`config.mk`:
```
export PLATFORM = sky130hd
export DESIGN_NAME = msg_streamer_flat
export DESIGN_NICKNAME = d
export VERILOG_FILES = /design/src/rtl/msg_streamer_if.sv /design/src/rtl/msg_streamer.sv /design/src/flat_wrapper.sv
export SDC_FILE = /design/constraint.sdc
export NUM_CORES = 1
export LEC_CHECK = 0
export ABC_AREA = 1
export BUFFER_PORTS_ARGS = -buffer_cell sky130_fd_sc_hd__buf_2
export CAP_MARGIN = 10
export CELL_PAD_IN_SITES_DETAIL_PLACEMENT = 0
export CELL_PAD_IN_SITES_GLOBAL_PLACEMENT = 1
export CORE_ASPECT_RATIO = 2
export CORE_MARGIN = 5
export CORE_UTILIZATION = 40
export CTS_CLUSTER_DIAMETER = 100
export DETAILED_ROUTE_END_ITERATION = 8
export PLACE_DENSITY = 0.79
export SLEW_MARGIN = 10
export SYNTH_ARGS = -nofsm -noshare
export SYNTH_HDL_FRONTEND = slang
export SYNTH_SLANG_ARGS = --single-unit
```
`constraint.sdc`:
```
create_clock -name clk -period 1.85 [get_ports clk]
set_clock_uncertainty 0.1 [all_clocks]
set_input_delay 0.0925 -clock clk [delete_from_list [all_inputs] [get_ports clk]]
set_output_delay 0.0925 -clock clk [all_outputs]
set_load 0.005 [all_outputs]
```
`src/rtl/msg_streamer_if.sv`:
```
// Byte-stream interface between the message streamer, its controller and the character sink.
// master is the streamer side; slave is the controller/sink side.
interface msg_streamer_if #(
    parameter int DATA_W = 8,
    parameter int REP_W  = 4,
    parameter int GAP_W  = 8
);
    logic              start;
    logic              abort;
    logic [REP_W-1:0]  rep_cnt;
    logic [GAP_W-1:0]  gap;
    logic [DATA_W-1:0] out_data;
    logic              out_valid;
    logic              out_ready;
    logic              out_last;
    logic              busy;
    logic              done;

    modport master (
        input  start, abort, rep_cnt, gap, out_ready,
        output out_data, out_valid, out_last, busy, done
    );

    modport slave (
        output start, abort, rep_cnt, gap, out_ready,
        input  out_data, out_valid, out_last, busy, done
    );
endinterface

```
`src/rtl/msg_streamer.sv`:
```
// Streams a fixed character string over a valid/ready byte interface, with programmable
// repetition count, idle gap between repetitions, and abort. All outputs are registered.
module msg_streamer #(
    parameter int                        DATA_W  = 8,
    parameter int                        MSG_LEN = 13,
    parameter logic [MSG_LEN*DATA_W-1:0] MSG     = "Hello, World!",
    parameter int                        REP_W   = 4,
    parameter int                        GAP_W   = 8
) (
    input  logic          clk,
    input  logic          rst,
    msg_streamer_if.master bus
);
    localparam int               IDX_W    = (MSG_LEN > 1) ? $clog2(MSG_LEN) : 1;
    localparam logic [IDX_W-1:0] LAST     = IDX_W'(MSG_LEN - 1);
    localparam logic             ONE_CHAR = (MSG_LEN == 1);

    typedef enum logic [1:0] {IDLE, SEND, GAP} state_t;

    state_t            state;
    logic [IDX_W-1:0]  char_idx;
    logic [IDX_W-1:0]  idx_nxt;
    logic [REP_W-1:0]  rep_left;
    logic [GAP_W-1:0]  gap_q;
    logic [GAP_W-1:0]  gap_cnt;

    // Character 0 lives in the most significant DATA_W bits of MSG.
    function automatic logic [DATA_W-1:0] msg_char(input logic [IDX_W-1:0] idx);
        return MSG[(MSG_LEN - 1 - int'(idx)) * DATA_W +: DATA_W];
    endfunction

    assign idx_nxt = char_idx + IDX_W'(1);

    always_ff @(posedge clk) begin
        if (rst) begin
            state         <= IDLE;
            char_idx      <= '0;
            rep_left      <= '0;
            gap_q         <= '0;
            gap_cnt       <= '0;
            bus.out_data  <= '0;
            bus.out_valid <= 1'b0;
            bus.out_last  <= 1'b0;
            bus.busy      <= 1'b0;
            bus.done      <= 1'b0;
        end else begin
            bus.done <= 1'b0;
            case (state)
                IDLE: begin
                    if (bus.start && !bus.abort) begin
                        state         <= SEND;
                        rep_left      <= bus.rep_cnt;
                        gap_q         <= bus.gap;
                        char_idx      <= '0;
                        bus.out_data  <= msg_char('0);
                        bus.out_last  <= ONE_CHAR;
                        bus.out_valid <= 1'b1;
                        bus.busy      <= 1'b1;
                    end
                end
                SEND: begin
                    if (bus.abort) begin
                        state         <= IDLE;
                        char_idx      <= '0;
                        bus.out_valid <= 1'b0;
                        bus.out_last  <= 1'b0;
                        bus.busy      <= 1'b0;
                    end else if (bus.out_ready) begin
                        if (char_idx != LAST) begin
                            char_idx     <= idx_nxt;
                            bus.out_data <= msg_char(idx_nxt);
                            bus.out_last <= (idx_nxt == LAST);
                        end else if (rep_left == '0) begin
                            state         <= IDLE;
                            char_idx      <= '0;
                            bus.out_valid <= 1'b0;
                            bus.out_last  <= 1'b0;
                            bus.busy      <= 1'b0;
                            bus.done      <= 1'b1;
                        end else if (gap_q == '0) begin
                            // Wrap straight back to character 0 so valid never drops.
                            rep_left     <= rep_left - REP_W'(1);
                            char_idx     <= '0;
                            bus.out_data <= msg_char('0);
                            bus.out_last <= ONE_CHAR;
                        end else begin
                            state         <= GAP;
                            rep_left      <= rep_left - REP_W'(1);
                            gap_cnt       <= gap_q;
                            char_idx      <= '0;
                            bus.out_valid <= 1'b0;
                            bus.out_last  <= 1'b0;
                        end
                    end
                end
                GAP: begin
                    if (bus.abort) begin
                        state    <= IDLE;
                        bus.busy <= 1'b0;
                    end else if (gap_cnt == GAP_W'(1)) begin
                        // Leaving on count 1 yields exactly gap idle cycles.
                        state         <= SEND;
                        char_idx      <= '0;
                        bus.out_data  <= msg_char('0);
                        bus.out_last  <= ONE_CHAR;
                        bus.out_valid <= 1'b1;
                    end else begin
                        gap_cnt <= gap_cnt - GAP_W'(1);
                    end
                end
                default: state <= IDLE;
            endcase
        end
    end
endmodule

```
`src/flat_wrapper.sv`:
```
// flat-port wrapper written by rule: the top's interface ports become plain ports
module msg_streamer_flat 
#(
    parameter int                        DATA_W  = 8,
    parameter int                        MSG_LEN = 13,
    parameter logic [MSG_LEN*DATA_W-1:0] MSG     = "             ",
    parameter int                        REP_W   = 4,
    parameter int                        GAP_W   = 8
)
  (clk, rst, bus_start, bus_abort, bus_rep_cnt, bus_gap, bus_out_ready, bus_out_data, bus_out_valid, bus_out_last, bus_busy, bus_done);
  msg_streamer_if #(.DATA_W(DATA_W), .REP_W(REP_W), .GAP_W(GAP_W)) bus_i ();
  input  logic clk;
  input  logic rst;
  input wire logic [$bits(bus_i.start)-1:0] bus_start;
  input wire logic [$bits(bus_i.abort)-1:0] bus_abort;
  input wire logic [$bits(bus_i.rep_cnt)-1:0] bus_rep_cnt;
  input wire logic [$bits(bus_i.gap)-1:0] bus_gap;
  input wire logic [$bits(bus_i.out_ready)-1:0] bus_out_ready;
  output wire logic [$bits(bus_i.out_data)-1:0] bus_out_data;
  output wire logic [$bits(bus_i.out_valid)-1:0] bus_out_valid;
  output wire logic [$bits(bus_i.out_last)-1:0] bus_out_last;
  output wire logic [$bits(bus_i.busy)-1:0] bus_busy;
  output wire logic [$bits(bus_i.done)-1:0] bus_done;
  assign bus_i.start = bus_start;
  assign bus_i.abort = bus_abort;
  assign bus_i.rep_cnt = bus_rep_cnt;
  assign bus_i.gap = bus_gap;
  assign bus_i.out_ready = bus_out_ready;
  assign bus_out_data = bus_i.out_data;
  assign bus_out_valid = bus_i.out_valid;
  assign bus_out_last = bus_i.out_last;
  assign bus_busy = bus_i.busy;
  assign bus_done = bus_i.done;
  msg_streamer #(.DATA_W(DATA_W), .MSG_LEN(MSG_LEN), .MSG(MSG), .REP_W(REP_W), .GAP_W(GAP_W)) u_core (.clk(clk), .rst(rst), .bus(bus_i));
endmodule
```
==> impl_results.html, run 1 <==
<table>
<tr><th>Metric</th><th>Value</th></tr>
<tr><th colspan="2">Global routing</th></tr>
<tr><td>Maximum number of pins on one net before global-route repair</td><td>18</td></tr>
<tr><td>Wire length of the first global-routing pass</td><td>8480 um</td></tr>
<tr><td>Overflow after GRT</td><td>0</td></tr>
<tr><td>Number of antenna violations at the first check in global routing</td><td>0</td></tr>
<tr><td>Vias in the first global route</td><td>1,883</td></tr>
<tr><td>Global Route Usage Sum</td><td>15.8%</td></tr>
<tr><th colspan="2">Pwr</th></tr>
<tr><td>Gate power share</td><td>53.9%</td></tr>
<tr><td>Share of power burned in the clock network</td><td>19.2%</td></tr>
<tr><td>Share of total power consumed by net switching</td><td>45.7%</td></tr>
<tr><td>Standby leakage power</td><td>1.13 nW</td></tr>
<tr><td>Net switching power figure</td><td>1.66 mW</td></tr>
<tr><td>PwrDens</td><td>1510 nW/um2</td></tr>
<tr><td>Part of the power in registers</td><td>27.0%</td></tr>
<tr><td>Total design power</td><td>3.64 mW</td></tr>
<tr><td>Internal power summed over all cells</td><td>1.98 mW</td></tr>
<tr><td>Worst IR Drop VDD</td><td>776 uV</td></tr>
<tr><th colspan="2">Clocking</th></tr>
<tr><td>Worst-case clock buffer depth</td><td>2</td></tr>
<tr><td>Maximum level of the CTS H-tree</td><td>2</td></tr>
<tr><td>Clock network latency to the later pin of the worst-skew pair</td><td>0.28 ns</td></tr>
<tr><td>Clock tree from TritonCTS</td><td>done</td></tr>
<tr><td>Root Buffer</td><td>sky130_fd_sc_hd__clkbuf_8</td></tr>
<tr><td>Clock buffers created by TritonCTS</td><td>5</td></tr>
<tr><td>Sink count of the clock tree</td><td>31</td></tr>
<tr><td>Clk slew on worst S/H paths</td><td>0.07 ns</td></tr>
<tr><th colspan="2">Setup path</th></tr>
<tr><td>Max stage delay cell, worst path</td><td>sky130_fd_sc_hd__dfxtp_2</td></tr>
<tr><td>Classification of the worst setup path</td><td>reg -&gt; reg</td></tr>
<tr><td>Cell-by-cell trace of the critical path</td><td>inv_1 -&gt; ha_1 -&gt; inv_1 -&gt; nor2_2 -&gt; nand2_1 -&gt; a21oi_1 -&gt; nand2_2 -&gt; nor2_1 -&gt; nor2_1</td></tr>
<tr><td>Endpoint type of the worst setup path</td><td>flop</td></tr>
<tr><td>Largest stage delay, worst path</td><td>0.35 ns</td></tr>
<tr><td>Worst EP arrival</td><td>1.81 ns</td></tr>
<tr><td>Required time of the worst setup path</td><td>1.93 ns</td></tr>
<tr><td>Startpoint type of the worst setup path</td><td>flop</td></tr>
<tr><td>Critical Path Fanout Max</td><td>8</td></tr>
<tr><th colspan="2">Placement</th></tr>
<tr><td>Worst setup slack after placement</td><td>-0.00177 ns</td></tr>
<tr><td>Buffers added on ports</td><td>21</td></tr>
<tr><td>Half-perimeter wire length after detailed placement</td><td>3630 um</td></tr>
<tr><td>Placement-stage cell area</td><td>2190 um2</td></tr>
<tr><td>Placed insts</td><td>392</td></tr>
<tr><td>Final estimated routing congestion in global placement</td><td>0.828</td></tr>
<tr><th colspan="2">Final layout</th></tr>
<tr><td>Fraction of final layout cells sized beyond drive strength 1</td><td>22.1%</td></tr>
<tr><td>Filler instances</td><td>539</td></tr>
<tr><td>Area added between synthesis and finish</td><td>17.4%</td></tr>
<tr><td>Highest-count cells in the layout ignoring fill and taps</td><td>sky130_fd_sc_hd__nand2_1, sky130_fd_sc_hd__nor2_1, sky130_fd_sc_hd__inv_1, sky130_fd_sc_hd__o21ai_0, sky130_fd_sc_hd__dfxtp_1</td></tr>
<tr><td>Antenna Cells</td><td>0</td></tr>
<tr><td>Most common cell after layout, fill and taps aside</td><td>sky130_fd_sc_hd__nand2_1</td></tr>
<tr><td>Final design utilization</td><td>47.7%</td></tr>
<tr><td>Post-Layout Inst Area</td><td>2410 um2</td></tr>
<tr><td>NumNets Final</td><td>374</td></tr>
<tr><td>Cell Count, Final, Fillers Out</td><td>406</td></tr>
<tr><th colspan="2">Yosys</th></tr>
<tr><td>Library cell with the largest summed area after synthesis</td><td>sky130_fd_sc_hd__dfxtp_1</td></tr>
<tr><td>Post-synthesis instance area</td><td>2050 um2</td></tr>
<tr><td>Top-area cell type share of the netlist area</td><td>30.3%</td></tr>
<tr><td>Synthesis warning total</td><td>0</td></tr>
<tr><td>Synth Register Bits</td><td>31</td></tr>
<tr><td>Most used flip-flop cell after synthesis</td><td>sky130_fd_sc_hd__dfxtp_1</td></tr>
<tr><td>Gate count of the mapped netlist</td><td>316</td></tr>
<tr><td>Syn_area_per_cell</td><td>6.49 um2</td></tr>
<tr><td>Cells taking the most area after synthesis</td><td>sky130_fd_sc_hd__dfxtp_1, sky130_fd_sc_hd__nor2_1, sky130_fd_sc_hd__nand2_1</td></tr>
<tr><td>Fraction of registers with async set/reset</td><td>0%</td></tr>
<tr><td>Portion of the post-synthesis area used by sequential elements</td><td>30.3%</td></tr>
<tr><td>Number of distinct library cells after synthesis</td><td>31</td></tr>
<tr><td>EDFF count, synth</td><td>0</td></tr>
<tr><th colspan="2">Min path</th></tr>
<tr><td>Classification of the worst-slack hold path</td><td>in -&gt; reg</td></tr>
<tr><th colspan="2">Die</th></tr>
<tr><td>Number of core rows</td><td>37</td></tr>
<tr><td>Width of the die</td><td>60.6 um</td></tr>
<tr><td>Io pins</td><td>29</td></tr>
<tr><td>Die outline height</td><td>111 um</td></tr>
<tr><td>Area of the core</td><td>5050 um2</td></tr>
<tr><td>Die Area</td><td>6740 um2</td></tr>
<tr><td>Starting density of the core</td><td>40.6%</td></tr>
<tr><th colspan="2">STA</th></tr>
<tr><td>Peak Freq</td><td>0.580 GHz</td></tr>
<tr><td>RSZ-0062 raised after global routing</td><td>true</td></tr>
<tr><td>Pins over their slew limit</td><td>0</td></tr>
<tr><td>Final worst path period need</td><td>1.72 ns</td></tr>
<tr><td>Post-route clock period utilization</td><td>93.2%</td></tr>
<tr><td>Smallest setup slack after layout</td><td>0.126 ns</td></tr>
<tr><td>Final Hold Violating Endpoints</td><td>0</td></tr>
<tr><td>Finish-stage setup viols</td><td>0</td></tr>
<tr><th colspan="2">Routing</th></tr>
<tr><td>Routed wirelength normalized by instance count</td><td>11.9 um</td></tr>
<tr><td>Residual DRC count</td><td>0</td></tr>
<tr><td>Routed via count</td><td>1,925</td></tr>
<tr><td>Average via count per standard cell</td><td>4.74</td></tr>
<tr><td>Remaining antenna violation count</td><td>0</td></tr>
<tr><td>Initial DRT Pass Iterations</td><td>4</td></tr>
<tr><td>Total wire length</td><td>4820 um</td></tr>
<tr><td>First DRT Iteration DRCs</td><td>92</td></tr>
<tr><th colspan="2">Outcome</th></tr>
<tr><td>Result of the run</td><td>complete, no violations</td></tr>
<tr><th colspan="2">Flow run</th></tr>
<tr><td>Max-capacitance violation count</td><td>0</td></tr>
</table>
[logic make-up after synthesis]
| group | after synthesis | share of synthesized area, % |
|---|---|---|
| XOR/XNOR | 2 | 0.855 |
| adder cells (fa/ha/maj) | 10 | 6.11 |
| AO/OA/AOI/OAI | 59 | 15.0 |
| AND/OR/NAND/NOR | 157 | 35.3 |
| other | 1 | 0.183 |
| flip-flops | 31 | 30.3 |
| buffers and inverters | 56 | 12.3 |
[through the flow]
stage          TNS [ns]  hold slack, ns
2_1_floorplan         0           0.127
5_1_grt         -0.0200         0.00655
3_5_place_dp   -0.00177           0.219
4_1_cts               0       0.0000167
6_report              0         0.00152
3_3_place_gp          0           0.215
[cell type report]
type	count	area, um2	share of cell area, %
Multi-Input combinational cell	235	1230	51.1
Sequential cell	31	626	26.0
Timing Repair Buffer	31	195	8.11
Inverter	43	166	6.92
Clock buffer	6	82.6	3.43
Tap cell	58	72.6	3.02
Clock inverter	2	35.0	1.46
[timing repair]
item / in CTS / in global routing
hold endpoints to repair: 6 / 0
pin swaps: 0 / 4
endpoints found under the setup margin: 3 / 17
hold buffers: 6 / 0
buffers inserted: 0 / 0
resized for setup: 1 / 11
[Yosys cell counts (all sizes together), types with 2 or more instances]
master	count
nor2	68
clkbuf	2
nand3	16
o21ai	39
nand2	67
ha	10
buf	11
a21oi	19
nand4	4
dfxtp	31
inv	42
[state kept, by name, indices dropped and copies added, names as in the netlist]
name,flops
u_core.bus.out_data,1
u_core.state,2
u_core.gap_cnt,8
u_core.gap_q,8
u_core.rep_left,4
u_core.bus.done,1
u_core.char_idx,4
u_core.bus.busy,1
u_core.bus.out_valid,1
u_core.bus.out_last,1
[per-layer routing]
| layer | GRT usage, % | up-vias | wire, um |
|---|---|---|---|
| met3 | 2.80 | 6 | 146 |
| met4 | 5.35 | 0 | 76 |
| met5 | 0 | - | 0 |
| met2 | 23.7 | 32 | 2300 |
| li1 | - | 1046 | - |
| met1 | 22.4 | 841 | 2300 |
[final timing paths]
kind / start / to / slack [ns] / cells after the start
worst max register to register: u_core.state[1] / u_core.gap_cnt[3] / 0.13 / 9
worst max-delay path: u_core.state[1] / u_core.gap_cnt[3] / 0.13 / 9
worst min register to register: u_core.bus.busy / u_core.bus.busy / 0.35 / 2
worst min-delay path: bus_gap[4] / u_core.gap_q[4] / 0.002 / 3
[worst max-delay path, delay by kind of cell, from the launching register on]
kind                       cells  cell delay [ns]
and+or+nand+nor                5             0.58
DFF                            1             0.35
adders and majority gates      1             0.29
buffers and inverters          2             0.15
AOI/OAI and AO/OA              1             0.15
[power groups by stage]
| stage | combinational [mW] | clock [mW] | sequential, mW |
|---|---|---|---|
| final | 1.96 | 0.699 | 0.982 |
| after global routing | 2.27 | 0.745 | 1.01 |
| after CTS | 1.91 | 0.723 | 0.971 |
| after detailed placement | 1.88 | 0 | 0.985 |
| after global placement | 1.86 | 0 | 0.976 |
| after floorplan | 1.49 | 0 | 0.956 |
(Power assumes the default switching activity.)
==> run 2: changes to the inputs <==
--- a/config.mk
+++ b/config.mk
@@ -15,7 +15,7 @@
 export CORE_UTILIZATION = 40
 export CTS_CLUSTER_DIAMETER = 100
 export DETAILED_ROUTE_END_ITERATION = 8
-export PLACE_DENSITY = 0.79
+export PLACE_DENSITY = 0.76
 export SLEW_MARGIN = 10
 export SYNTH_ARGS = -nofsm -noshare
 export SYNTH_HDL_FRONTEND = slang
==> constraint.sdc (replaced) <==
create_clock -name clk -period 1.85 [get_ports clk]
set_clock_uncertainty 0.1 [all_clocks]
set_input_delay 0.0925 -clock clk [delete_from_list [all_inputs] [get_ports clk]]
set_output_delay 0.0925 -clock clk [all_outputs]
set_load 0.1 [all_outputs]
==> run 2 against run 1 <==
Effect of this change: the run now ends with hold timing left; register-to-register slack about the same; setup slack improved by 0.00055 ns; clock power down 26%; first-iteration DRC count down 47%; die area did not move; global-route usage is 0.053 points lower; combinational power is 15% higher; largest power group unchanged; highest routed layer unchanged.
==> impl_results.html, run 2 (synthesis gave the netlist of run 1 again) <==
<table>
<tr><th>Metric</th><th>Value</th></tr>
<tr><th colspan="2">Outcome</th></tr>
<tr><td>Result of the run</td><td>finished with violations (was complete, no violations)</td></tr>
<tr><td>Violations in the final reports</td><td>hold timing</td></tr>
<tr><th colspan="2">Global routing</th></tr>
<tr><td>Maximum number of pins on one net before global-route repair</td><td>20 (was 18)</td></tr>
<tr><td>Overflow after GRT</td><td>0 (unchanged)</td></tr>
<tr><td>Number of antenna violations at the first check in global routing</td><td>0 (unchanged)</td></tr>
<tr><td>Global Route Usage Sum</td><td>15.8% (about the same)</td></tr>
<tr><td>Vias in the first global route</td><td>1,867 (was 1,883)</td></tr>
<tr><td>Wire length of the first global-routing pass</td><td>8380 um (was 8480 um)</td></tr>
<tr><th colspan="2">Die</th></tr>
<tr><td>Number of core rows</td><td>37 (unchanged)</td></tr>
<tr><td>Starting density of the core</td><td>40.6% (unchanged)</td></tr>
<tr><td>Io pins</td><td>29 (unchanged)</td></tr>
<tr><td>Die outline height</td><td>111 um (unchanged)</td></tr>
<tr><td>Area of the core</td><td>5050 um2 (unchanged)</td></tr>
<tr><td>Die Area</td><td>6740 um2 (unchanged)</td></tr>
<tr><td>Width of the die</td><td>60.6 um (unchanged)</td></tr>
<tr><th colspan="2">Pwr</th></tr>
<tr><td>Internal power summed over all cells</td><td>1.82 mW (was 1.98 mW)</td></tr>
<tr><td>Gate power share</td><td>60.1% (was 53.9%)</td></tr>
<tr><td>PwrDens</td><td>1580 nW/um2 (was 1510 nW/um2)</td></tr>
<tr><td>Share of power burned in the clock network</td><td>13.8% (was 19.2%)</td></tr>
<tr><td>Standby leakage power</td><td>1.11 nW (was 1.13 nW)</td></tr>
<tr><td>Net switching power figure</td><td>1.93 mW (was 1.66 mW)</td></tr>
<tr><td>Worst IR Drop VDD</td><td>917 uV (was 776 uV)</td></tr>
<tr><td>Part of the power in registers</td><td>26.1% (was 27.0%)</td></tr>
<tr><td>Share of total power consumed by net switching</td><td>51.6% (was 45.7%)</td></tr>
<tr><th colspan="2">Routing</th></tr>
<tr><td>First DRT Iteration DRCs</td><td>49 (was 92)</td></tr>
<tr><td>Remaining antenna violation count</td><td>0 (unchanged)</td></tr>
<tr><td>Initial DRT Pass Iterations</td><td>4 (unchanged)</td></tr>
<tr><td>Routed via count</td><td>1,966 (was 1,925)</td></tr>
<tr><td>Routed wirelength normalized by instance count</td><td>11.8 um (was 11.9 um)</td></tr>
<tr><td>Average via count per standard cell</td><td>4.84 (was 4.74)</td></tr>
<tr><td>Residual DRC count</td><td>0 (unchanged)</td></tr>
<tr><td>Total wire length</td><td>4800 um (was 4820 um)</td></tr>
<tr><th colspan="2">Final layout</th></tr>
<tr><td>Highest-count cells in the layout ignoring fill and taps</td><td>sky130_fd_sc_hd__nor2_1, sky130_fd_sc_hd__nand2_1, sky130_fd_sc_hd__o21ai_0 (was sky130_fd_sc_hd__nand2_1, sky130_fd_sc_hd__nor2_1, sky130_fd_sc_hd__inv_1, sky130_fd_sc_hd__o21ai_0, sky130_fd_sc_hd__dfxtp_1)</td></tr>
<tr><td>Area added between synthesis and finish</td><td>16.1% (was 17.4%)</td></tr>
<tr><td>NumNets Final</td><td>374 (unchanged)</td></tr>
<tr><td>Filler instances</td><td>560 (was 539)</td></tr>
<tr><td>Fraction of final layout cells sized beyond drive strength 1</td><td>23.0% (was 22.1%)</td></tr>
<tr><td>Antenna Cells</td><td>0 (unchanged)</td></tr>
<tr><td>Largest registers ranked by flip-flop count</td><td>u_core.gap_cnt x8, u_core.gap_q x8 (unchanged)</td></tr>
<tr><th colspan="2">Clocking</th></tr>
<tr><td>Root Buffer</td><td>sky130_fd_sc_hd__clkbuf_8 (unchanged)</td></tr>
<tr><td>Clock buffers created by TritonCTS</td><td>5 (unchanged)</td></tr>
<tr><td>Post-CTS setup buffer count</td><td>0 (unchanged)</td></tr>
<tr><td>Clock tree from TritonCTS</td><td>done (unchanged)</td></tr>
<tr><td>Maximum level of the CTS H-tree</td><td>2 (unchanged)</td></tr>
<tr><td>Sink count of the clock tree</td><td>31 (unchanged)</td></tr>
<tr><td>Worst-case clock buffer depth</td><td>2 (unchanged)</td></tr>
<tr><td>Clock network latency to the later pin of the worst-skew pair</td><td>0.28 ns (about the same)</td></tr>
<tr><td>Clk slew on worst S/H paths</td><td>0.07 ns (about the same)</td></tr>
<tr><th colspan="2">STA</th></tr>
<tr><td>Pins over their slew limit</td><td>0 (unchanged)</td></tr>
<tr><td>RSZ-0062 raised after global routing</td><td>false (was true)</td></tr>
<tr><td>Post-route clock period utilization</td><td>93.1% (was 93.2%)</td></tr>
<tr><td>Peak Freq</td><td>0.580 GHz (about the same)</td></tr>
<tr><td>Worst hold slack across all endpoints</td><td>-0.00440 ns (was 0.00152 ns)</td></tr>
<tr><td>Total Negative Setup Slacks</td><td>0 ns (unchanged)</td></tr>
<tr><td>Finish-stage setup viols</td><td>0 (unchanged)</td></tr>
<tr><td>Final Hold Violating Endpoints</td><td>1 (was 0)</td></tr>
<tr><td>Final worst path period need</td><td>1.72 ns (about the same)</td></tr>
<tr><th colspan="2">Setup path</th></tr>
<tr><td>Worst EP arrival</td><td>1.80 ns (was 1.81 ns)</td></tr>
<tr><td>Startpoint type of the worst setup path</td><td>flop (unchanged)</td></tr>
<tr><td>Endpoint type of the worst setup path</td><td>flop (unchanged)</td></tr>
<tr><td>Required time of the worst setup path</td><td>1.93 ns (about the same)</td></tr>
<tr><td>Critical Path Fanout Max</td><td>6 (was 8)</td></tr>
<tr><td>Classification of the worst setup path</td><td>reg -&gt; reg (unchanged)</td></tr>
<tr><th colspan="2">Placement</th></tr>
<tr><td>Final estimated routing congestion in global placement</td><td>0.833 (was 0.828)</td></tr>
<tr><td>Half-perimeter wire length after detailed placement</td><td>3610 um (was 3630 um)</td></tr>
<tr><td>Buffers added on ports</td><td>21 (unchanged)</td></tr>
<tr><th colspan="2">Flow run</th></tr>
<tr><td>Max-capacitance violation count</td><td>0 (unchanged)</td></tr>
<tr><th colspan="2">Min path</th></tr>
<tr><td>Classification of the worst-slack hold path</td><td>in -&gt; reg (unchanged)</td></tr>
</table>
==> run 2: layout make-up <==
type / count / area, um2 / share of cell area, %
multi-input combinational: 235 / 1240 / 52.1
sequential: 31 / 623 / 26.2
timing repair buffer: 31 / 195 / 8.21
inverter: 43 / 166 / 7.00
clock buffer: 7 / 76.3 / 3.21
tap: 58 / 72.6 / 3.05
clock inverter: 1 / 5.00 / 0.210
==> run 2: metrics by stage <==
step / util (%) / setup WS, ns / instance area, um2 / power, mW / cells
final: 47.1 / 0.127 / 2380 / 3.75 / 406
after global routing: 47.1 / 0.0252 / 2380 / 4.10 / 406
after CTS: 46.3 / 0.0105 / 2340 / 3.68 / 406
after detailed placement: 43.5 / 0.0196 / 2190 / 3.13 / 392
after global placement: 43.5 / 0.0609 / 2190 / 3.11 / 392
after floorplan: - / 0.247 / 2070 / 2.71 / 322
==> run 2: repair_timing <==
| item | CTS | global route |
|---|---|---|
| endpoints found under the setup margin | 0 | 20 |
| hold buffers | 6 | 0 |
| resized for setup | 0 | 16 |
| endpoints found under the hold margin | 6 | 0 |
==> run 2: worst paths after layout <==
kind	depth (start not counted)	from	slack, ns	end
worst min register to register	2	u_core.bus.busy	0.35	u_core.bus.busy
worst max register to register	10	u_core.char_idx[0]	0.13	u_core.rep_left[3]
worst min-delay path	3	bus_gap[4]	-0.004	u_core.gap_q[4]
worst max-delay path	10	u_core.char_idx[0]	0.13	u_core.rep_left[3]
==> run 2: power by group through the flow <==
stage	registers (mW)	logic [mW]	clock network, mW
after global placement	0.978	2.14	0
after floorplan	1.15	1.55	0
final	0.980	2.25	0.517
after CTS	0.969	2.17	0.537
after global routing	1.00	2.54	0.555
after detailed placement	0.984	2.14	0
==> run 2: metal layers <==
metal / GRT usage (%) / vias up / part of all wire (%)
met3: 3.03 / 6 / 3.6
met2: 24.2 / 37 / 48
met1: 22.0 / 878 / 47
met4: 4.78 / 0 / 1.5
li1: - / 1045 / -
met5: 0 / - / 0
==> run 2: critical path: stages, from the launching register on <==
cell and delay [ns]:
sky130_fd_sc_hd__dfxtp_1 0.46, sky130_fd_sc_hd__inv_2 0.07, sky130_fd_sc_hd__ha_1 0.21, sky130_fd_sc_hd__nand3_2 0.10
sky130_fd_sc_hd__clkinv_1 0.08, sky130_fd_sc_hd__nand2_1 0.11, sky130_fd_sc_hd__nand2_2 0.08, sky130_fd_sc_hd__nand2_2 0.15
sky130_fd_sc_hd__inv_2 0.06, sky130_fd_sc_hd__o21ai_1 0.14, sky130_fd_sc_hd__nor2_1 0.05
==> run 3: changes to the inputs <==
--- a/config.mk
+++ b/config.mk
@@ -5,14 +5,14 @@
 export SDC_FILE = /design/constraint.sdc
 export NUM_CORES = 1
 export LEC_CHECK = 0
-export ABC_AREA = 1
+export ABC_AREA = 0
 export BUFFER_PORTS_ARGS = -buffer_cell sky130_fd_sc_hd__buf_2
 export CAP_MARGIN = 10
 export CELL_PAD_IN_SITES_DETAIL_PLACEMENT = 0
 export CELL_PAD_IN_SITES_GLOBAL_PLACEMENT = 1
 export CORE_ASPECT_RATIO = 2
 export CORE_MARGIN = 5
-export CORE_UTILIZATION = 40
+export CORE_UTILIZATION = 42
 export CTS_CLUSTER_DIAMETER = 100
 export DETAILED_ROUTE_END_ITERATION = 8
 export PLACE_DENSITY = 0.76
==> constraint.sdc (replaced) <==
create_clock -name clk -period 1.85 [get_ports clk]
set_clock_uncertainty 0.1 [all_clocks]
set_input_delay 0.2775 -clock clk [delete_from_list [all_inputs] [get_ports clk]]
set_output_delay 0.2775 -clock clk [all_outputs]
set_load 0.1 [all_outputs]
==> run 3 against run 2 <==
Effect of this change: critical path type unchanged; sequential share of layout area decreased by 4.1 points; critical path depth shrank 3; setup slack worse by 0.41 ns; global-route usage rose by 4.9 points; via count grew 16%; the run ends with setup timing left; non-clock buffer count increased by 53; count of clock-buffer cells in the layout decreased by 1; largest cell class unchanged; final area is 19% higher; total power down 9.1%; register-to-register slack got worse by 0.41 ns; worst hold slack gained 0.14 ns; highest routed layer unchanged; final cell count down 3.2%.
==> impl_results.html, run 3 <==
<table>
<tr><th>Metric</th><th>Value</th></tr>
<tr><th colspan="2">Routing</th></tr>
<tr><td>First DRT Iteration DRCs</td><td>73 (was 49)</td></tr>
<tr><td>Total wire length</td><td>6400 um (was 4800 um)</td></tr>
<tr><td>Routed wirelength normalized by instance count</td><td>16.3 um (was 11.8 um)</td></tr>
<tr><td>Routed via count</td><td>2,271 (was 1,966)</td></tr>
<tr><td>Initial DRT Pass Iterations</td><td>4 (unchanged)</td></tr>
<tr><td>Residual DRC count</td><td>0 (unchanged)</td></tr>
<tr><td>Average via count per standard cell</td><td>5.78 (was 4.84)</td></tr>
<tr><td>Remaining antenna violation count</td><td>0 (unchanged)</td></tr>
<tr><th colspan="2">Die</th></tr>
<tr><td>Starting density of the core</td><td>42.7% (was 40.6%)</td></tr>
<tr><td>Die outline height</td><td>109 um (was 111 um)</td></tr>
<tr><td>Number of core rows</td><td>36 (was 37)</td></tr>
<tr><td>Io pins</td><td>29 (unchanged)</td></tr>
<tr><td>Die Area</td><td>6490 um2 (was 6740 um2)</td></tr>
<tr><td>Width of the die</td><td>59.5 um (was 60.6 um)</td></tr>
<tr><td>Area of the core</td><td>4820 um2 (was 5050 um2)</td></tr>
<tr><th colspan="2">Pwr</th></tr>
<tr><td>Share of power burned in the clock network</td><td>20.9% (was 13.8%)</td></tr>
<tr><td>Gate power share</td><td>55.2% (was 60.1%)</td></tr>
<tr><td>Net switching power figure</td><td>1.41 mW (was 1.93 mW)</td></tr>
<tr><td>Worst IR Drop VDD</td><td>861 uV (was 917 uV)</td></tr>
<tr><td>Standby leakage power</td><td>1.18 nW (was 1.11 nW)</td></tr>
<tr><td>Internal power summed over all cells</td><td>1.99 mW (was 1.82 mW)</td></tr>
<tr><td>Share of total power consumed by net switching</td><td>41.5% (was 51.6%)</td></tr>
<tr><td>PwrDens</td><td>1200 nW/um2 (was 1580 nW/um2)</td></tr>
<tr><td>Part of the power in registers</td><td>23.9% (was 26.1%)</td></tr>
<tr><th colspan="2">Yosys</th></tr>
<tr><td>Syn_area_per_cell</td><td>7.92 um2 (was 6.49 um2)</td></tr>
<tr><td>Dominant cell by count in the synthesized netlist</td><td>sky130_fd_sc_hd__dfxtp_1 (was sky130_fd_sc_hd__nor2_1)</td></tr>
<tr><td>Post-synthesis instance area</td><td>2060 um2 (was 2050 um2)</td></tr>
<tr><td>Most used flip-flop cell after synthesis</td><td>sky130_fd_sc_hd__dfxtp_1 (unchanged)</td></tr>
<tr><td>Portion of the post-synthesis area used by sequential elements</td><td>30.1% (was 30.3%)</td></tr>
<tr><td>Synth Register Bits</td><td>31 (unchanged)</td></tr>
<tr><td>Library cell with the largest summed area after synthesis</td><td>sky130_fd_sc_hd__dfxtp_1 (unchanged)</td></tr>
<tr><td>Top-area cell type share of the netlist area</td><td>30.1% (was 30.3%)</td></tr>
<tr><td>Gate count of the mapped netlist</td><td>260 (was 316)</td></tr>
<tr><td>EDFF count, synth</td><td>0 (unchanged)</td></tr>
<tr><td>Number of distinct library cells after synthesis</td><td>57 (was 31)</td></tr>
<tr><td>Top post-synthesis cells by count</td><td>sky130_fd_sc_hd__dfxtp_1, sky130_fd_sc_hd__nand2_1, sky130_fd_sc_hd__a21oi_1 (was sky130_fd_sc_hd__nor2_1, sky130_fd_sc_hd__nand2_1, sky130_fd_sc_hd__inv_1)</td></tr>
<tr><td>Synthesis warning total</td><td>0 (unchanged)</td></tr>
<tr><td>Fraction of registers with async set/reset</td><td>0% (unchanged)</td></tr>
<tr><td>Cells taking the most area after synthesis</td><td>sky130_fd_sc_hd__dfxtp_1, sky130_fd_sc_hd__ha_1, sky130_fd_sc_hd__nand4_1 (was sky130_fd_sc_hd__dfxtp_1, sky130_fd_sc_hd__nor2_1, sky130_fd_sc_hd__nand2_1)</td></tr>
<tr><th colspan="2">Flow run</th></tr>
<tr><td>Max-capacitance violation count</td><td>0 (unchanged)</td></tr>
<tr><th colspan="2">Setup path</th></tr>
<tr><td>Critical Path Fanout Max</td><td>3 (was 6)</td></tr>
<tr><td>Length in cells of the worst reg-to-reg path</td><td>7 (was 10)</td></tr>
<tr><td>Required time of the worst setup path</td><td>1.93 ns (about the same)</td></tr>
<tr><td>Endpoint type of the worst setup path</td><td>flop (unchanged)</td></tr>
<tr><td>Startpoint of the worst-slack reg-to-reg timing path</td><td>u_core.rep_left[0] (was u_core.char_idx[0])</td></tr>
<tr><td>Worst EP arrival</td><td>2.21 ns (was 1.80 ns)</td></tr>
<tr><td>Register-to-Register Setup Slack</td><td>-0.28 ns (was 0.13 ns)</td></tr>
<tr><td>Classification of the worst setup path</td><td>reg -&gt; reg (unchanged)</td></tr>
<tr><td>Startpoint type of the worst setup path</td><td>flop (unchanged)</td></tr>
<tr><td>End of the worst register-to-register path</td><td>u_core.state[0] (was u_core.rep_left[3])</td></tr>
<tr><th colspan="2">Final layout</th></tr>
<tr><td>Highest-count cells in the layout ignoring fill and taps</td><td>sky130_fd_sc_hd__buf_4, sky130_fd_sc_hd__dfxtp_1, sky130_fd_sc_hd__nand2_1 (was sky130_fd_sc_hd__nor2_1, sky130_fd_sc_hd__nand2_1, sky130_fd_sc_hd__o21ai_0)</td></tr>
<tr><td>NumNets Final</td><td>362 (was 374)</td></tr>
<tr><td>Most common cell after layout, fill and taps aside</td><td>sky130_fd_sc_hd__buf_4</td></tr>
<tr><td>Area added between synthesis and finish</td><td>37.8% (was 16.1%)</td></tr>
<tr><td>Filler instances</td><td>465 (was 560)</td></tr>
<tr><td>Cell Count, Final, Fillers Out</td><td>393 (was 406)</td></tr>
<tr><td>Final design utilization</td><td>58.9% (was 47.1%)</td></tr>
<tr><td>Antenna Cells</td><td>0 (unchanged)</td></tr>
<tr><td>Fraction of final layout cells sized beyond drive strength 1</td><td>36.6% (was 23.0%)</td></tr>
<tr><td>Largest registers ranked by flip-flop count</td><td>u_core.gap_cnt x8, u_core.gap_q x8 (unchanged)</td></tr>
<tr><th colspan="2">Min path</th></tr>
<tr><td>Number of cells on the worst hold path</td><td>3 (unchanged)</td></tr>
<tr><td>Source of the worst hold timing path</td><td>bus_gap[2] (was bus_gap[4])</td></tr>
<tr><td>Classification of the worst-slack hold path</td><td>in -&gt; reg (unchanged)</td></tr>
<tr><td>Min-Delay Endpoint</td><td>u_core.gap_q[2] (was u_core.gap_q[4])</td></tr>
<tr><th colspan="2">Clocking</th></tr>
<tr><td>Clock buffers created by TritonCTS</td><td>5 (unchanged)</td></tr>
<tr><td>Maximum level of the CTS H-tree</td><td>2 (unchanged)</td></tr>
<tr><td>Sink count of the clock tree</td><td>31 (unchanged)</td></tr>
<tr><td>Clock network latency to the later pin of the worst-skew pair</td><td>0.28 ns (about the same)</td></tr>
<tr><td>Clock tree from TritonCTS</td><td>done (unchanged)</td></tr>
<tr><td>Clk slew on worst S/H paths</td><td>0.07 ns (about the same)</td></tr>
<tr><td>Root Buffer</td><td>sky130_fd_sc_hd__clkbuf_8 (unchanged)</td></tr>
<tr><td>Worst-case clock buffer depth</td><td>2 (unchanged)</td></tr>
<tr><td>Count of hold-fix buffers inserted at cts</td><td>0 (was 6)</td></tr>
<tr><th colspan="2">Placement</th></tr>
<tr><td>Final estimated routing congestion in global placement</td><td>0.820 (was 0.833)</td></tr>
<tr><td>Buffers added on ports</td><td>21 (unchanged)</td></tr>
<tr><td>Placed insts</td><td>378 (was 392)</td></tr>
<tr><td>Half-perimeter wire length after detailed placement</td><td>4860 um (was 3610 um)</td></tr>
<tr><th colspan="2">Global routing</th></tr>
<tr><td>Vias in the first global route</td><td>2,311 (was 1,867)</td></tr>
<tr><td>Maximum number of pins on one net before global-route repair</td><td>22 (was 20)</td></tr>
<tr><td>Global Route Usage Sum</td><td>20.6% (was 15.8%)</td></tr>
<tr><td>Overflow after GRT</td><td>0 (unchanged)</td></tr>
<tr><td>Number of antenna violations at the first check in global routing</td><td>0 (unchanged)</td></tr>
<tr><td>Wire length of the first global-routing pass</td><td>10,200 um (was 8380 um)</td></tr>
<tr><th colspan="2">STA</th></tr>
<tr><td>RSZ-0062 raised after global routing</td><td>true (was false)</td></tr>
<tr><td>Post-route clock period utilization</td><td>115% (was 93.1%)</td></tr>
<tr><td>Finish-stage setup viols</td><td>12 (was 0)</td></tr>
<tr><td>Final worst path period need</td><td>2.13 ns (was 1.72 ns)</td></tr>
<tr><td>Pins over their slew limit</td><td>0 (unchanged)</td></tr>
<tr><td>Smallest setup slack after layout</td><td>-0.283 ns (was 0.127 ns)</td></tr>
<tr><td>Final Hold Violating Endpoints</td><td>0 (was 1)</td></tr>
<tr><td>Peak Freq</td><td>0.469 GHz (was 0.580 GHz)</td></tr>
<tr><td>Total Negative Setup Slacks</td><td>-1.37 ns (was 0 ns)</td></tr>
<tr><th colspan="2">Outcome</th></tr>
<tr><td>Violations in the final reports</td><td>setup timing (was hold timing)</td></tr>
<tr><td>Result of the run</td><td>finished with violations (unchanged)</td></tr>
</table>
-- run 3: kinds of logic after synthesis --
group | after synthesis | synth area share, %
AO/OA/AOI/OAI | 76 | 26.6
XOR/XNOR | 2 | 0.851
adder cells (fa/ha/maj) | 10 | 6.08
buffers and inverters | 38 | 8.38
flip-flops | 31 | 30.1
multiplexers | 4 | 2.00
other | 1 | 0.182
AND/OR/NAND/NOR | 98 | 25.8
-- run 3: worst max-delay path, stage by stage, from the launching register on --
cell                       delay, ns
sky130_fd_sc_hd__dfxtp_2        0.33
sky130_fd_sc_hd__inv_2          0.07
sky130_fd_sc_hd__ha_4           0.13
sky130_fd_sc_hd__or3b_4         0.37
sky130_fd_sc_hd__a31o_1         0.20
sky130_fd_sc_hd__a222oi_1       0.35
sky130_fd_sc_hd__buf_4          0.19
sky130_fd_sc_hd__mux2_4         0.29
-- run 3: power groups by stage --
stage | clock network (mW) | registers [mW] | logic [mW]
floorplan | 0 | 1.02 | 0.870
global placement | 0 | 0.822 | 1.70
detailed placement | 0 | 0.826 | 1.71
CTS | 0.726 | 0.814 | 1.84
global route | 0.749 | 0.826 | 2.02
finish | 0.712 | 0.814 | 1.88
-- run 3: through the flow --
| stage | hold slack, ns | area, um2 | total power, mW | setup slack [ns] |
|---|---|---|---|---|
| after global routing | 0.144 | 2840 | 3.59 | -0.356 |
| final | 0.134 | 2840 | 3.41 | -0.283 |
| after CTS | 0.132 | 2810 | 3.38 | -0.231 |
| after floorplan | 0.325 | 2130 | 1.89 | -0.218 |
| after global placement | 0.351 | 2610 | 2.52 | -0.234 |
| after detailed placement | 0.359 | 2610 | 2.53 | -0.262 |
-- run 3: final cells by class --
| class | count | area, um2 | area share (%) |
|---|---|---|---|
| multi-input cells | 197 | 1380 | 48.6 |
| flip-flops and latches | 31 | 628 | 22.1 |
| repair buffers | 84 | 579 | 20.4 |
| clock buffers | 6 | 82.6 | 2.91 |
| well taps | 57 | 71.3 | 2.51 |
| inverters | 16 | 62.6 | 2.20 |
| clock inverters | 2 | 35.0 | 1.23 |
-- run 3: how the worst max path moves through the flow --
stage                  startpoint         endpoint  depth (start not counted)
6_report       u_core.rep_left[0]  u_core.state[0]                          7
5_1_grt        u_core.rep_left[1]  u_core.state[0]                          7
4_1_cts        u_core.rep_left[0]  u_core.state[0]                          7
3_5_place_dp   u_core.rep_left[1]  u_core.state[0]                          6
3_3_place_gp   u_core.rep_left[1]  u_core.state[0]                          6
2_1_floorplan  u_core.rep_left[0]  u_core.state[0]                          6
-- run 3: metal layers --
layer | vias to the layer above | share of wire (%) | GRT usage [%] | wire length (um)
met3 | 21 | 2.7 | 3.20 | 172
met4 | 0 | 3.1 | 11.1 | 199
met2 | 44 | 58 | 39.3 | 3700
met5 | - | 0 | 0 | 0
li1 | 1119 | - | - | -
met1 | 1087 | 36 | 20.1 | 2330
-- run 3: timing repair --
item	4_1_cts	5_1_grt
endpoints found under the hold margin	0	0
buffers inserted	5	2
pin swaps	6	3
setup endpoints to repair	19	21
resized for setup	13	5
gates cloned	1	0
